<file path="config.mk">
export PLATFORM = sky130hd
export DESIGN_NAME = seven_segment_reader
export DESIGN_NICKNAME = d
export VERILOG_FILES = /design/src/rtl/seven_segment_reader.sv
export SDC_FILE = /design/constraint.sdc
export NUM_CORES = 1
export LEC_CHECK = 0
export ABC_CLOCK_PERIOD_IN_PS = 6800
export BUFFER_PORTS_ARGS = -buffer_cell sky130_fd_sc_hd__buf_2
export CAP_MARGIN = 40
export CORE_AREA = 5 5 82 84
export CTS_CLUSTER_DIAMETER = 80
export CTS_CLUSTER_SIZE = 14
export DETAILED_ROUTE_END_ITERATION = 8
export DIE_AREA = 0 0 87 89
export GPL_ROUTABILITY_DRIVEN = 1
export GPL_TIMING_DRIVEN = 0
export PLACE_DENSITY_LB_ADDON = 0.25
export SYNTH_ARGS = -nofsm -noshare
export SYNTH_HDL_FRONTEND = slang
export SYNTH_SLANG_ARGS = --single-unit
</file>
<file path="constraint.sdc">
create_clock -name clk -period 6.8 [get_ports clk]
set_clock_uncertainty 0.15 [all_clocks]
set_input_delay 1.36 -clock clk [delete_from_list [all_inputs] [get_ports clk]]
set_output_delay 1.36 -clock clk [all_outputs]
set_load 0.02 [all_outputs]
</file>
<file path="src/rtl/seven_segment_reader.sv">
// Seven-segment display reader: synchronises the segment lines, filters
// glitches with a stability window, decodes stable patterns back to hex
// digits and checks that the digits form a mod-16 up-count.
module seven_segment_reader #(
    parameter int unsigned STABLE_CYCLES = 4,
    parameter int unsigned ERR_W         = 8
) (
    input  logic             clk,
    input  logic             rst,
    input  logic             a,
    input  logic             b,
    input  logic             c,
    input  logic             d,
    input  logic             e,
    input  logic             f,
    input  logic             g,
    output logic [3:0]       digit,
    output logic             digit_valid,
    output logic             pattern_err,
    output logic             seq_ok,
    output logic             seq_err,
    output logic             locked,
    output logic [ERR_W-1:0] err_count
);

    localparam logic [7:0] CntMax = 8'(STABLE_CYCLES - 1);

    typedef enum logic {StSearch, StTrack} state_e;

    state_e           state_q, state_d;
    logic [6:0]       sync1_q, sync2_q;
    logic [6:0]       cand_q, cand_d;
    logic [7:0]       cnt_q, cnt_d;
    logic [6:0]       acc_q, acc_d;
    logic [3:0]       digit_q, digit_d;
    logic [3:0]       expected_q, expected_d;
    logic             digit_valid_q, digit_valid_d;
    logic             pattern_err_q, pattern_err_d;
    logic             seq_ok_q, seq_ok_d;
    logic             seq_err_q, seq_err_d;
    logic [ERR_W-1:0] err_count_q, err_count_d;

    logic             accept;
    logic             is_digit;
    logic             is_blank;
    logic [3:0]       dec_val;

    // Two-flop synchroniser on the whole pattern vector {g,f,e,d,c,b,a}
    always_ff @(posedge clk or negedge rst) begin
        if (!rst) begin
            sync1_q <= 7'h00;
            sync2_q <= 7'h00;
        end else begin
            sync1_q <= {g, f, e, d, c, b, a};
            sync2_q <= sync1_q;
        end
    end

    // Stability filter: one accept per distinct pattern that held long enough
    always_comb begin
        cand_d = cand_q;
        cnt_d  = cnt_q;
        acc_d  = acc_q;
        accept = (cnt_q == CntMax) && (cand_q == sync2_q) && (cand_q != acc_q);
        if (sync2_q != cand_q) begin
            cand_d = sync2_q;
            cnt_d  = 8'd0;
        end else if (cnt_q < CntMax) begin
            cnt_d = cnt_q + 8'd1;
        end
        if (accept) begin
            acc_d = cand_q;
        end
    end

    // Pattern decoder for the accepted candidate
    always_comb begin
        is_digit = 1'b1;
        is_blank = 1'b0;
        dec_val  = 4'h0;
        case (cand_q)
            7'h3F: dec_val = 4'h0;
            7'h06: dec_val = 4'h1;
            7'h5B: dec_val = 4'h2;
            7'h4F: dec_val = 4'h3;
            7'h66: dec_val = 4'h4;
            7'h6D: dec_val = 4'h5;
            7'h7D: dec_val = 4'h6;
            7'h07: dec_val = 4'h7;
            7'h7F: dec_val = 4'h8;
            7'h6F: dec_val = 4'h9;
            7'h77: dec_val = 4'hA;
            7'h7C: dec_val = 4'hB;
            7'h39: dec_val = 4'hC;
            7'h5E: dec_val = 4'hD;
            7'h79: dec_val = 4'hE;
            7'h71: dec_val = 4'hF;
            7'h00: begin
                is_digit = 1'b0;
                is_blank = 1'b1;
            end
            default: is_digit = 1'b0;
        endcase
    end

    // FSM state register
    always_ff @(posedge clk or negedge rst) begin
        if (!rst) begin
            state_q <= StSearch;
        end else begin
            state_q <= state_d;
        end
    end

    // FSM next state: any legal digit locks, blank or illegal drops lock
    always_comb begin
        state_d = state_q;
        if (accept) begin
            state_d = is_digit ? StTrack : StSearch;
        end
    end

    // FSM outputs: next values of the registered pulses, digit and counters
    always_comb begin
        digit_d       = digit_q;
        expected_d    = expected_q;
        digit_valid_d = 1'b0;
        pattern_err_d = 1'b0;
        seq_ok_d      = 1'b0;
        seq_err_d     = 1'b0;
        err_count_d   = err_count_q;
        if (accept) begin
            if (is_digit) begin
                digit_d       = dec_val;
                digit_valid_d = 1'b1;
                expected_d    = dec_val + 4'd1;
                if (state_q == StTrack) begin
                    seq_ok_d  = (dec_val == expected_q);
                    seq_err_d = (dec_val != expected_q);
                end
            end else if (!is_blank) begin
                pattern_err_d = 1'b1;
            end
        end
        if ((pattern_err_d || seq_err_d) && (err_count_q != {ERR_W{1'b1}})) begin
            err_count_d = err_count_q + ERR_W'(1);
        end
    end

    assign locked = (state_q == StTrack);

    // Filter, decoded digit and pulse registers
    always_ff @(posedge clk or negedge rst) begin
        if (!rst) begin
            cand_q        <= 7'h00;
            cnt_q         <= 8'd0;
            acc_q         <= 7'h00;
            digit_q       <= 4'h0;
            expected_q    <= 4'h0;
            digit_valid_q <= 1'b0;
            pattern_err_q <= 1'b0;
            seq_ok_q      <= 1'b0;
            seq_err_q     <= 1'b0;
            err_count_q   <= '0;
        end else begin
            cand_q        <= cand_d;
            cnt_q         <= cnt_d;
            acc_q         <= acc_d;
            digit_q       <= digit_d;
            expected_q    <= expected_d;
            digit_valid_q <= digit_valid_d;
            pattern_err_q <= pattern_err_d;
            seq_ok_q      <= seq_ok_d;
            seq_err_q     <= seq_err_d;
            err_count_q   <= err_count_d;
        end
    end

    assign digit       = digit_q;
    assign digit_valid = digit_valid_q;
    assign pattern_err = pattern_err_q;
    assign seq_ok      = seq_ok_q;
    assign seq_err     = seq_err_q;
    assign err_count   = err_count_q;

endmodule

</file>
==> impl_metrics.toml <==
[cells_and_area]
fillers = 488
finish.net_count = 306
final_util = 0.578
fin_area_um2 = 3380
area_growth_syn_to_layout_pct = 17.1
drive_above_1_share = 0.278
diodes = 0

[logic_synthesis]
synthesis.instances = 257
netlist.area_leader.share = 0.494
syn-cell-area_um2 = 2890
avgSynthCellArea_um2 = 11.2
synth_top_area_cell = "dfrtp_1"
synthTopCellsByArea = "dfrtp_1 (49%), xnor2_1 (3.3%), xor2_1 (3.3%)"
synth_edf_count = 0
yosysMostFrequentCell = "dfrtp_1"
yosysSeqAreaShare = 0.494
yosys_register_bits = 57
synthTopCellsByCount = "dfrtp_1 (57), nand2_1 (23), nor2_1 (19)"
synth_ff_type = "dfrtp_1"
async_flop_share = 1.00
synth_cell_types = 62
synth_nets = 269
yosys_warnings = 0

[worst_setup_path]
cp_max_fo = 10
crit_arrival_ps = 3040
endpoint_kind = "flip-flop"
worstSetupStartpointType = "flip-flop"
worstSetupPathType = "reg -> reg"
cp.required_ps = 6860

[floorplan]
die_w_um = 87
ios = 26
die-area_um2 = 7740
dieHeight_um = 89
num_rows = 28
core-area_um2 = 5850
initial_core_util = 0.493

[global_routing]
grt_pass1_vias = 1917
grt_max_degree = 32
grt_use_total = 0.157
grt.overflow.total = 0
grt_pass1_wl_um = 9230
antenna_found_initial = 0

[placed_design]
dp_hpwl_um = 3770
portBuffers = 25
placed_cell_area_um2 = 3130
gp_congestion = 0.834

[cts]
clk_path_buf_depth = 2
post_cts_buffers = 0
cts-buffers-inserted = 9
cts_tree = "done"
ctsResizeCount = 0
cts-root-buf = "clkbuf_8"
worstSkewPairLatency_ps = 330
htree_levels = 3
numClockSinks = 57
postCtsHoldBufs = 0
clk_pin_slew_ps = 70

[drt]
route.detailed.drc = 0
drt_iter0_markers = 48
post_drt_via_cell_ratio = 5.16
final_antenna_net_count = 0
num_vias = 1928
dr.pass1.iters = 4
wirelength_um = 5180
routedWlPerCell_um = 13.8

[power]
power.total_mw = 0.797
leakage_nw = 1.66
peakVddDrop_v = 0.000154
power_density_nw_per_um2 = 236

[hold_path]
hold_path.class = "reg -> reg"

[sta]
worst_slew_pin_slew_ps = 605
finalHoldViolCount = 0
rsz0062_at_grt = "false"
max_freq_mhz = 335
slew_viol_final = 0
setup-tns-final_ps = 0
period_needed_ps = 2980
finalSetupViolCount = 0
final.period_utilization = 0.439
relSlewSlack = 0.597

[outcome]
run_status = "completed"

[run]
drv_cap = 0
==> final cells by class <==
class	instances	area, um2	share of cell area
multi-input combinational	173	1290	0.382
clock inverter	4	98.8	0.0292
inverter	7	28.8	0.00852
buffer	20	141	0.0418
tap	75	93.8	0.0278
sequential	57	1430	0.422
timing repair buffer	26	145	0.0429
clock buffer	12	155	0.0459
==> sequential cells by signal (all words and copies together) (netlist names) <==
register,flops
sync1_q,7
pattern_err,1
expected_q,4
seq_err,1
seq_ok,1
err_count,8
acc_q,7
sync2_q,7
digit,4
cand_q,7
locked,1
digit_valid,1
cnt_q,8
==> where the power goes <==
| part | total, mW | switching, mW | internal [mW] |
|---|---|---|---|
| combinational | 0.0525 | 0.0315 | 0.0211 |
| sequential | 0.350 | 0.00439 | 0.346 |
| clock | 0.395 | 0.130 | 0.264 |
==> metal layers <==
layer  up-vias  wire length (um)  track usage
li1        966                 -            -
met1       917              2520        0.210
met5         -                 0            0
met2        34              2320        0.226
met3        11               241       0.0433
met4         0                95       0.0935
==> worst max-delay path: stages, from the launching register on <==
cell      delay [ps]
dfrtp_1          430
buf_4            200
nand3b_1         200
nor4_2           490
a211o_1          290
xnor2_1          180
nand3_2          160
o21ai_4          210
inv_2             90
o21ai_2          130
mux2_1           330
==> cell families after synthesis <==
family / Yosys count / share of synthesized area
simple gates: 103 / 0.228
flops: 57 / 0.494
compound gates: 38 / 0.109
buf+inv: 27 / 0.0589
xor+xnor: 23 / 0.0724
mux: 6 / 0.0243
fa+ha+maj: 3 / 0.0130
==> worst paths after layout <==
| kind | startpoint | slack (ps) | to | cells after the start |
|---|---|---|---|---|
| worst min-delay path | sync1_q[1] | 200 | sync2_q[1] | 0 |
| min in group asynchronous | rst | 880 | cnt_q[6] | 1 |
| max in group asynchronous | rst | 5030 | expected_q[2] | 2 |
| worst max-delay path | cand_q[6] | 3820 | err_count[6] | 10 |
| worst min register to register | sync1_q[1] | 200 | sync2_q[1] | 0 |
| worst max register to register | cand_q[6] | 3820 | err_count[6] | 10 |
==> cell usage in the layout, fill, tap and decap left out, types with 4 or more instances in the layout <==
cell type,netlist,layout
dfrtp_1,57,57
and2_1,6,6
clkbuf_8,0,11
xnor2_1,11,11
o21ai_0,5,5
nand3_1,10,10
o21ai_1,4,4
nand4_1,4,4
buf_4,4,4
clkbuf_1,8,9
inv_1,4,4
buf_6,5,5
xor2_1,11,11
buf_2,2,27
nand2_1,23,23
nor2_1,19,19
a21oi_1,8,8
a211o_1,4,4
==> per-stage QoR <==
step / setup slack [ps] / hold slack [ps] / cells
6_report: 3820 / 201 / 374
3_5_place_dp: 3840 / 186 / 358
3_3_place_gp: 3900 / 183 / 357
2_1_floorplan: 4180 / 181 / 257
5_1_grt: 3620 / 216 / 374
4_1_cts: 3810 / 203 / 374
Power figures use the tool's default switching activity.
